===== config.mk =====
export PLATFORM = sky130hd
export DESIGN_NAME = acc_fp_norm_acc_flat
export DESIGN_NICKNAME = d
export VERILOG_FILES = /design/src/rtl/acc_fp_pkg.sv /design/src/rtl/acc_fp_norm_acc_if.sv /design/src/rtl/acc_fp_lzd.sv /design/src/rtl/acc_fp_norm_acc.sv /design/src/flat_wrapper.sv
export SDC_FILE = /design/constraint.sdc
export NUM_CORES = 1
export LEC_CHECK = 0
export ABC_AREA = 1
export CORE_ASPECT_RATIO = 1.4
export CORE_UTILIZATION = 45
export CTS_BUF_LIST = sky130_fd_sc_hd__clkbuf_16
export DETAILED_ROUTE_END_ITERATION = 16
export PLACE_DENSITY_LB_ADDON = 0.08
export SETUP_SLACK_MARGIN = 0.1
export SYNTH_ARGS = -nofsm -noshare
export SYNTH_HDL_FRONTEND = slang
export SYNTH_SLANG_ARGS = --single-unit

===== constraint.sdc =====
create_clock -name i_clk -period 11.3 [get_ports i_clk]
set_input_delay 3.39 -clock i_clk [delete_from_list [all_inputs] [get_ports i_clk]]
set_output_delay 3.39 -clock i_clk [all_outputs]
set_load 0.02 [all_outputs]

===== src/rtl/acc_fp_pkg.sv =====
// Shared constants and state encoding for the FP accumulate datapath.
package acc_fp_pkg;
  localparam int unsigned EXP_W  = 4;
  localparam int unsigned FRAC_W = 11;
  localparam int unsigned ALN_W  = 17;
  localparam int unsigned WORD_W = 1 + EXP_W + FRAC_W;

  localparam int EXP_MAX = 15;

  localparam logic [WORD_W-1:0] ZERO_WORD = 16'h0000;
  localparam logic [WORD_W-2:0] SAT_WORD  = 15'h7FFF;

  typedef logic [1:0] state_t;
  localparam state_t ST_ACC  = 2'd0;
  localparam state_t ST_NORM = 2'd1;
  localparam state_t ST_OUT  = 2'd2;
endpackage


===== src/rtl/acc_fp_norm_acc_if.sv =====
// Term input, accumulator feedback and result handshake of the normalise/accumulate stage.
interface acc_fp_norm_acc_if;
  import acc_fp_pkg::*;

  logic              in_valid;
  logic              in_ready;
  logic              in_last;
  logic [1:0]        align_sgn;
  logic [EXP_W-1:0]  align_exp;
  logic [ALN_W-1:0]  align_man0;
  logic [ALN_W-1:0]  align_man1;
  logic [WORD_W-1:0] acc_ops;
  logic              out_valid;
  logic              out_ready;
  logic [WORD_W-1:0] out_data;

  modport master (
    output in_valid, in_last, align_sgn, align_exp, align_man0, align_man1, out_ready,
    input  in_ready, acc_ops, out_valid, out_data
  );

  modport slave (
    input  in_valid, in_last, align_sgn, align_exp, align_man0, align_man1, out_ready,
    output in_ready, acc_ops, out_valid, out_data
  );
endinterface


===== src/rtl/acc_fp_lzd.sv =====
// 17-bit leading-one detector: index of the highest set bit, plus an all-zero flag.
module acc_fp_lzd
  import acc_fp_pkg::*;
(
  input  logic [ALN_W-1:0] i_data,
  output logic [4:0]       o_pos,
  output logic             o_zero
);

  always_comb begin
    o_pos = '0;
    for (int unsigned i = 0; i < ALN_W; i++) begin
      if (i_data[i]) o_pos = 5'(i);
    end
  end

  assign o_zero = ~|i_data;

endmodule


===== src/rtl/acc_fp_norm_acc.sv =====
// Adds the aligned pair, normalises and rounds (RNE) into the 16-bit accumulator,
// holds the running sum for feedback, and emits the final sum on a valid/ready port.
module acc_fp_norm_acc
  import acc_fp_pkg::*;
#(
  parameter bit SAT_EN = 1'b1
) (
  input  logic               i_clk,
  input  logic               i_rst,
  input  logic               i_clr,
  acc_fp_norm_acc_if.slave   bus,
  output logic               o_ovf_flag,
  output logic               o_unf_flag
);

  state_t              r_state;
  logic [WORD_W-1:0]   r_acc;
  logic [ALN_W:0]      r_s1_sum;
  logic                r_s1_sgn;
  logic [EXP_W-1:0]    r_s1_exp;
  logic                r_s1_last;
  logic                r_out_valid;
  logic [WORD_W-1:0]   r_out_data;
  logic                r_ovf;
  logic                r_unf;

  logic [ALN_W:0]      w_sum;
  logic                w_accept;
  logic                w_neg;
  logic                w_sign;
  logic [ALN_W-1:0]    w_mag;
  logic [4:0]          w_pos;
  logic                w_zero;
  logic [28:0]         w_shift;
  logic [FRAC_W-1:0]   w_frac;
  logic                w_guard;
  logic                w_sticky;
  logic                w_inc;
  logic [FRAC_W:0]     w_frac_r;
  logic [FRAC_W-1:0]   w_frac_f;
  logic signed [5:0]   w_exp_e;
  logic signed [5:0]   w_exp_f;
  logic [WORD_W-1:0]   w_res;
  logic                w_ovf;
  logic                w_unf;

  assign bus.in_ready  = (r_state == ST_ACC) && !i_clr && !i_rst;
  assign bus.acc_ops   = r_acc;
  assign bus.out_valid = r_out_valid;
  assign bus.out_data  = r_out_data;
  assign o_ovf_flag    = r_ovf;
  assign o_unf_flag    = r_unf;

  assign w_accept = bus.in_valid && bus.in_ready;
  assign w_sum    = {bus.align_man0[ALN_W-1], bus.align_man0}
                  + {bus.align_man1[ALN_W-1], bus.align_man1};

  assign w_neg  = r_s1_sum[ALN_W];
  assign w_sign = w_neg ? ~r_s1_sgn : r_s1_sgn;
  assign w_mag  = w_neg ? ALN_W'(-r_s1_sum) : r_s1_sum[ALN_W-1:0];

  acc_fp_lzd u_lzd (
    .i_data (w_mag),
    .o_pos  (w_pos),
    .o_zero (w_zero)
  );

  // Leading one lands on bit 28; 12 zero bits below the LSB keep guard/sticky defined.
  assign w_shift  = {w_mag, 12'b0} << (5'd16 - w_pos);
  assign w_frac   = w_shift[27:17];
  assign w_guard  = w_shift[16];
  assign w_sticky = |w_shift[15:0];
  assign w_inc    = w_guard && (w_sticky || w_frac[0]);
  assign w_frac_r = {1'b0, w_frac} + 12'(w_inc);
  assign w_frac_f = w_frac_r[FRAC_W] ? '0 : w_frac_r[FRAC_W-1:0];

  assign w_exp_e = $signed({2'b00, r_s1_exp}) + $signed({1'b0, w_pos}) - 6'sd15;
  assign w_exp_f = w_exp_e + $signed({5'b0, w_frac_r[FRAC_W]});

  always_comb begin
    w_res = {w_sign, w_exp_f[EXP_W-1:0], w_frac_f};
    w_ovf = 1'b0;
    w_unf = 1'b0;
    if (w_zero) begin
      w_res = ZERO_WORD;
    end else if (w_exp_f > 6'(EXP_MAX)) begin
      if (SAT_EN) begin
        w_res = {w_sign, SAT_WORD};
        w_ovf = 1'b1;
      end
    end else if (w_exp_f < 6'sd0 || (w_exp_f == 6'sd0 && w_frac_f == '0)) begin
      // Exponent 0 with zero fraction would alias the zero code, so flush it.
      w_res = ZERO_WORD;
      w_unf = 1'b1;
    end
  end

  always_ff @(posedge i_clk) begin
    if (i_rst || i_clr) begin
      r_state     <= ST_ACC;
      r_acc       <= ZERO_WORD;
      r_s1_sum    <= '0;
      r_s1_sgn    <= 1'b0;
      r_s1_exp    <= '0;
      r_s1_last   <= 1'b0;
      r_out_valid <= 1'b0;
      r_out_data  <= ZERO_WORD;
      r_ovf       <= 1'b0;
      r_unf       <= 1'b0;
    end else begin
      case (r_state)
        ST_ACC: begin
          if (w_accept) begin
            r_s1_sum  <= w_sum;
            r_s1_sgn  <= bus.align_sgn[0];
            r_s1_exp  <= bus.align_exp;
            r_s1_last <= bus.in_last;
            r_state   <= ST_NORM;
          end
        end
        ST_NORM: begin
          r_acc <= w_res;
          r_ovf <= r_ovf | w_ovf;
          r_unf <= r_unf | w_unf;
          if (r_s1_last) begin
            r_out_valid <= 1'b1;
            r_out_data  <= w_res;
            r_state     <= ST_OUT;
          end else begin
            r_state <= ST_ACC;
          end
        end
        ST_OUT: begin
          if (bus.out_ready) begin
            r_out_valid <= 1'b0;
            r_acc       <= ZERO_WORD;
            r_state     <= ST_ACC;
          end
        end
        default: r_state <= ST_ACC;
      endcase
    end
  end

endmodule

===== src/flat_wrapper.sv =====
// flat-port wrapper written by rule: the top's interface ports become plain ports
module acc_fp_norm_acc_flat import acc_fp_pkg::*;
#(
  parameter bit SAT_EN = 1'b1
)
  (i_clk, i_rst, i_clr, o_ovf_flag, o_unf_flag, bus_in_valid, bus_in_last, bus_align_sgn, bus_align_exp, bus_align_man0, bus_align_man1, bus_out_ready, bus_in_ready, bus_acc_ops, bus_out_valid, bus_out_data);
  acc_fp_norm_acc_if bus_i ();
  input  logic i_clk;
  input  logic i_rst;
  input  logic i_clr;
  output logic o_ovf_flag;
  output logic o_unf_flag;
  input wire logic [$bits(bus_i.in_valid)-1:0] bus_in_valid;
  input wire logic [$bits(bus_i.in_last)-1:0] bus_in_last;
  input wire logic [$bits(bus_i.align_sgn)-1:0] bus_align_sgn;
  input wire logic [$bits(bus_i.align_exp)-1:0] bus_align_exp;
  input wire logic [$bits(bus_i.align_man0)-1:0] bus_align_man0;
  input wire logic [$bits(bus_i.align_man1)-1:0] bus_align_man1;
  input wire logic [$bits(bus_i.out_ready)-1:0] bus_out_ready;
  output wire logic [$bits(bus_i.in_ready)-1:0] bus_in_ready;
  output wire logic [$bits(bus_i.acc_ops)-1:0] bus_acc_ops;
  output wire logic [$bits(bus_i.out_valid)-1:0] bus_out_valid;
  output wire logic [$bits(bus_i.out_data)-1:0] bus_out_data;
  assign bus_i.in_valid = bus_in_valid;
  assign bus_i.in_last = bus_in_last;
  assign bus_i.align_sgn = bus_align_sgn;
  assign bus_i.align_exp = bus_align_exp;
  assign bus_i.align_man0 = bus_align_man0;
  assign bus_i.align_man1 = bus_align_man1;
  assign bus_i.out_ready = bus_out_ready;
  assign bus_in_ready = bus_i.in_ready;
  assign bus_acc_ops = bus_i.acc_ops;
  assign bus_out_valid = bus_i.out_valid;
  assign bus_out_data = bus_i.out_data;
  acc_fp_norm_acc #(.SAT_EN(SAT_EN)) u_core (.i_clk(i_clk), .i_rst(i_rst), .i_clr(i_clr), .bus(bus_i), .o_ovf_flag(o_ovf_flag), .o_unf_flag(o_unf_flag));
endmodule

==> metrics.csv, run 1 <==
stage,metric,value,unit
yosys,synth_top_area_frac,0.232,
global_route,groute.usage.overall,0.242,
worst_hold_path,hp-class,reg -> reg,
layout,diodes,0,
sta,hold_viol,0,
sta,post-route-min-period,8.83,ns
yosys,synth_seq_cells,61,
placement,post-dp-hpwl,11100,um
floorplan,die_x,93.4,um
yosys,synth-edff-count,0,
worst_setup_path,required,7.91,ns
sta,grt_setup_unrepaired,false,
worst_setup_path,cp-start-kind,input pin,
global_route,antenna_found_initial,0,
layout,final_core_util,0.567,
worst_setup_path,cp_max_fo,35,
global_route,grt_max_degree,36,
clocking,cts_buffers,9,
run_status,status,"complete, no violations",
clocking,tritoncts,built,
sta,slew_viol_final,0,
floorplan,start_util,0.464,
yosys,synth_area_leaders,"dfxtp_1, nand2_1, nand3_1",
sta,clock_skew,0.0108,ns
global_route,grt.overflow.total,0,
yosys,synth-seq-area-share,0.232,
layout,area_delta_synth_final,22.3,%
clocking,worstSkewPairLatency,0.33,ns
yosys,avgSynthCellArea,6.18,sq um
layout,final_nets,992,
global_route,use_met2,0.426,
yosys,syn_area,5260,sq um
global_route,use_met3,0.0332,
placement,io_buffers,80,
power_and_ir_drop,total_power,1.05,mW
yosys,netlist_top_cells_count,"nand2_1, nand3_1, inv_1, a21oi_1, nor2_1",
clocking,post_cts_buffers,0,
sta,worst_slew_pin_slew,1.02,ns
sta,fin_crit_sh,0.782,
global_route,grt_pass1_wl,23700,um
power_and_ir_drop,leakage,2.94,nW
clocking,post_cts_resized,0,
placement,placed_cell_area,6110,sq um
clocking,cts_htree_levels,3,
routing,via_count,5601,
power_and_ir_drop,irDropWorstVdd,109,uV
layout,design_area,6430,sq um
floorplan,die_area,12100,sq um
yosys,yosys_warnings,0,
floorplan,fp-row-count,46,
placement,gp_congestion,0.902,
power_and_ir_drop,powerDensity,162,nW/um^2
yosys,synth.most_common_cell,nand2_1,
yosys,synth_ff_type,dfxtp_1,
sta,max_freq,113,MHz
clocking,cts_root_buf,clkbuf_16,
routing,drt-total-wl,14100,um
yosys,synth_largest_area_cell,dfxtp_1,
yosys,async_reset_ff_frac,0,
routing,vias_per_cell,5.27,
routing,first_pass_iters,5,
routing,drt_iter0_drc,326,
worst_setup_path,arrival,5.44,ns
layout,nFillCells,1110,
clocking,clock_sinks,61,
worst_setup_path,crit_path_end_kind,output port,
routing,drtAntennaViolNets,0,
floorplan,fp.dieH,130,um
yosys,syn_inst,851,
yosys,synth_cell_type_count,48,
floorplan,core_area,11300,sq um
layout,drive_above_1_share,0.0729,
floorplan,io_pins,82,
clocking,cts_buffer_depth,2,
run,max_cap_viol_count,0,
global_route,grt_pass1_vias,5205,
worst_setup_path,worstSetupPathType,in -> out,
yosys,synth_nets,929,
sta,setup-violations-final,0,
sta,setup_tns,0,ns
global_route,grtUsageMet1,0.301,
sta,slew_headroom,0.321,
routing,drcViolationCount,0,
sta,hold_slack,0.460,ns
global_route,busiest_layer,met2,
clocking,clk_pin_slew,0.06,ns
clocking,cts-hold-fix-buffers,0,
routing,routedWlPerCell,13.3,um
==> routing by layer <==
metal / part of all wire / wire [um]
met1: 0.44 / 6270
met2: 0.49 / 6950
met3: 0.044 / 620
met4: 0.022 / 311
met5: 0 / 0
==> path summary, 6_finish.rpt <==
check                                    from                                  end  slack (ns)  depth (start not counted)
min reg2reg     u_core.r_s1_last$_SDFFE_PP0P_        u_core.r_s1_last$_SDFFE_PP0P_        0.46                          2
min             u_core.r_s1_last$_SDFFE_PP0P_        u_core.r_s1_last$_SDFFE_PP0P_        0.46                          2
max                                     i_clr                         bus_in_ready        2.47                          7
max reg2reg  u_core.r_s1_sum[17]$_SDFFE_PP0P_  u_core.bus.acc_ops[11]$_SDFFE_PP0P_        2.83                         39
==> per-stage QoR <==
stage	setup slack (ns)	instances
2_1_floorplan	3.42	851
3_3_place_gp	2.48	1047
3_5_place_dp	2.47	1047
4_1_cts	2.46	1063
5_1_grt	1.95	1063
6_report	2.47	1063
==> final cells by class <==
class / count / area (sq um) / area share
multi-input cells: 665 / 3530 / 0.549
flip-flops and latches: 61 / 1220 / 0.190
repair buffers: 83 / 823 / 0.128
inverters: 94 / 355 / 0.0552
clock buffers: 9 / 225 / 0.0350
well taps: 144 / 180 / 0.0280
clock inverters: 7 / 97.6 / 0.0152
==> report_power, final <==
part	leakage, nW	total (mW)	internal (mW)	switching (mW)
registers	0.493	0.223	0.219	0.00404
clock network	0.152	0.299	0.194	0.105
logic	2.30	0.523	0.168	0.355
==> sequential cells by signal (all words and copies together) (netlist names) <==
signal                flops
u_core.r_s1_sum          18
u_core.o_ovf_flag         1
u_core.bus.acc_ops       16
u_core.r_state            2
u_core.bus.out_valid      1
u_core.o_unf_flag         1
u_core.r_s1_sgn           1
u_core.r_s1_exp           4
u_core.bus.out_data      16
u_core.r_s1_last          1
==> layout by cell type (no fill, tap or decap), drive strengths merged <==
cell             n
dfxtp           61
clkbuf           9
a31o             1
and2             1
o21a             1
inv             93
nor3             4
fa               2
clkdlybuf4s50   80
xnor2            6
o32ai            3
o21bai           2
clkinvlp         2
a32o             3
nor2            74
a31oi            1
nor3b            1
xor2            13
a21boi           1
or2              3
a21o             2
a21oi           67
o21ai           46
buf              3
nand4            9
bufinv           2
o211ai           2
ha              30
nand3b           3
clkinv           4
nand3          129
nand2          259
o31ai            2
==> critical path, stage by stage <==
cell,delay (ns)
clkdlybuf4s50_1,0.40
nor2_1,0.10
buf_4,0.30
clkinv_1,0.10
buf_4,0.26
nor3_1,0.22
clkdlybuf4s50_1,0.65
==> kinds of logic after synthesis <==
logic type / after synthesis / synth area share
buffers and inverters: 125 / 0.0970
adders and majority gates: 32 / 0.0789
xor gates and xnor gates: 19 / 0.0380
DFF: 61 / 0.232
AOI/OAI and AO/OA: 131 / 0.141
and+or+nand+nor: 483 / 0.413
(Power assumes the default switching activity.)
==> run 2: changes to the inputs <==
Clock period 11.3 ns to 8 ns, I/O delays scaled along.
==> run 2 against run 1 <==
Setup slack lost 1.1 ns. Cell count rose by 0.85%. Critical path depth is 1 lower. Final area grew 1.1%. Sequential share of layout area down 0.20 points. Via count increased by 0.61%. Worst hold slack improved by 0.0069 ns. Flip-flop and latch count did not move. First-iteration DRC count shrank 9.2%. Count of clock-buffer cells in the layout did not move. Wire length increased by 1.7%.
==> metrics.csv, run 2 (synthesis gave the netlist of run 1 again) <==
stage,metric,value,unit,change
routing,drt_iter0_drc,296,,-9.2%
floorplan,die_area,12100,sq um,unchanged
sta,slew_viol_final,0,,unchanged
placement,io_buffers,80,,unchanged
clocking,cts_buffer_depth,2,,unchanged
routing,drcViolationCount,0,,unchanged
sta,hold_viol,0,,unchanged
worst_setup_path,r2r_end,u_core.bus.acc_ops[15]$_SDFFE_PP0P_,,
sta,setup-violations-final,0,,unchanged
floorplan,io_pins,82,,unchanged
clocking,cts_htree_levels,3,,unchanged
global_route,grtUsageMet1,0.298,,-0.00300
routing,drt-total-wl,14400,um,+1.7%
sta,setup_tns,0,ns,unchanged
power_and_ir_drop,total_power,1.51,mW,+44%
run,max_cap_viol_count,0,,unchanged
sta,worst_slew_pin_slew,1.03,ns,+0.0119 ns
run_status,status,"complete, no violations",,
routing,first_pass_iters,5,,unchanged
floorplan,die_x,93.4,um,unchanged
worst_setup_path,r2r-start,u_core.r_s1_sum[0]$_SDFFE_PP0P_,,
power_and_ir_drop,powerDensity,232,nW/um^2,+43%
clocking,post_cts_resized,0,,unchanged
worst_setup_path,worstSetupPathType,in -> out,,
routing,routedWlPerCell,13.4,um,+0.89%
global_route,use_met2,0.417,,-0.00908
worst_hold_path,hold_path_end,u_core.bus.out_valid$_SDFFE_PP0P_,,
clocking,tritoncts,built,,
worst_setup_path,required,5.60,ns,-2.31 ns
layout,largest_reg_flops,18,,unchanged
sta,post-route-min-period,6.59,ns,
worst_setup_path,arrival,4.19,ns,-1.25 ns
sta,clock_skew,0.00991,ns,-0.000934 ns
worst_setup_path,r2r_cells,39,,unchanged
power_and_ir_drop,leakage,2.99,nW,+1.5%
global_route,busiest_layer,met2,,
placement,dp.cells,1056,,+0.86%
floorplan,core_area,11300,sq um,unchanged
worst_setup_path,cp-start-kind,input pin,,
sta,slew_headroom,0.313,,-0.00869
routing,vias_per_cell,5.26,,-0.24%
global_route,groute.usage.overall,0.242,,+0.000549
worst_hold_path,hp-class,reg -> reg,,
floorplan,fp-row-count,46,,unchanged
power_and_ir_drop,irDropWorstVdd,121,uV,+12%
layout,instances_no_fill,1072,,+0.85%
global_route,grt.overflow.total,0,,unchanged
global_route,grt_max_degree,36,,unchanged
clocking,cts_root_buf,clkbuf_16,,
placement,gp_congestion,0.889,,-1.5%
routing,drtAntennaViolNets,0,,unchanged
clocking,cts_buffers,9,,unchanged
sta,fin_crit_sh,0.824,,
layout,regMostFlops,u_core.r_s1_sum,,
layout,diodes,0,,unchanged
worst_setup_path,r2r_slack,1.76,ns,-1.07 ns
global_route,antenna_found_initial,0,,unchanged
clocking,cts-hold-fix-buffers,0,,unchanged
clocking,clk_pin_slew,0.06,ns,about the same
layout,drive_above_1_share,0.0819,,+0.00899
worst_setup_path,crit_path_end_kind,output port,,
sta,grt_setup_unrepaired,false,,
layout,layout_commonest_cell,nand2_1,,
routing,via_count,5635,,+0.61%
layout,area_delta_synth_final,23.5,%,
layout,final_nets,1001,,+0.91%
placement,post-dp-hpwl,11500,um,+2.8%
layout,final_cell_mix,"nand2_1, nand3_1, inv_1",,
worst_hold_path,hp-start,u_core.bus.out_valid$_SDFFE_PP0P_,,
worst_hold_path,min_path_cells,2,,unchanged
global_route,use_met3,0.0344,,+0.00117
clocking,worstSkewPairLatency,0.34,ns,about the same
floorplan,fp.dieH,130,um,unchanged
sta,max_freq,152,MHz,
floorplan,start_util,0.464,,unchanged
layout,nFillCells,1113,,+0.27%
worst_setup_path,cp_max_fo,27,,-23%
global_route,grt_pass1_vias,5223,,+0.35%
global_route,grt_pass1_wl,23500,um,-0.58%
clocking,clock_sinks,61,,unchanged
clocking,post_cts_buffers,0,,unchanged
[run 2: changes by cell type in the layout (fill, tap and decap cells not counted)]
| cell | delta |
|---|---|
| buf_4 | +9 |
[run 2: per-stage QoR]
stage | area (sq um) | hold slack, ns | setup WS [ns] | util
4_1_cts | 6500 | 0.468 | 1.38 | 0.573
3_5_place_dp | 6180 | 0.457 | 1.40 | 0.545
3_3_place_gp | 6180 | 0.450 | 1.42 | 0.545
5_1_grt | 6500 | 0.485 | 1.18 | 0.573
6_report | 6500 | 0.467 | 1.41 | 0.573
2_1_floorplan | 5260 | 0.430 | 2.10 | -
[run 2: metal layers]
layer / vias up / routed length [um]
met5: - / 0
met4: 0 / 489
met3: 27 / 498
met2: 128 / 7050
met1: 2555 / 6360
li1: 2925 / -
[run 2: report_power, final]
part	internal (mW)	switching, mW	leakage, nW
sequential	0.309	0.00506	0.493
clock	0.274	0.151	0.152
combinational	0.252	0.516	2.34
[run 2: layout make-up]
class / count / area [sq um] / area share
repair buffers: 92 / 891 / 0.137
clock buffers: 9 / 225 / 0.0346
clock inverters: 7 / 97.6 / 0.0150
inverters: 94 / 355 / 0.0547
well taps: 144 / 180 / 0.0277
flip-flops and latches: 61 / 1220 / 0.188
multi-input cells: 665 / 3530 / 0.543
[run 2: critical path, stage by stage]
cell and delay (ns):
clkdlybuf4s50_1 0.40, nor2_1 0.10, buf_4 0.28, clkinv_1 0.13, nor3_1 0.22, clkdlybuf4s50_1 0.66
[run 2: how the worst max path moves through the flow]
stage,start,endpoint,slack [ns]
after floorplan,i_clr,bus_in_ready,2.10
after global placement,i_clr,bus_in_ready,1.42
after detailed placement,i_clr,bus_in_ready,1.40
after CTS,i_clr,bus_in_ready,1.38
after global routing,u_core.r_s1_sum[0]$_SDFFE_PP0P_,u_core.bus.acc_ops[9]$_SDFFE_PP0P_,1.18
final,i_clr,bus_in_ready,1.41
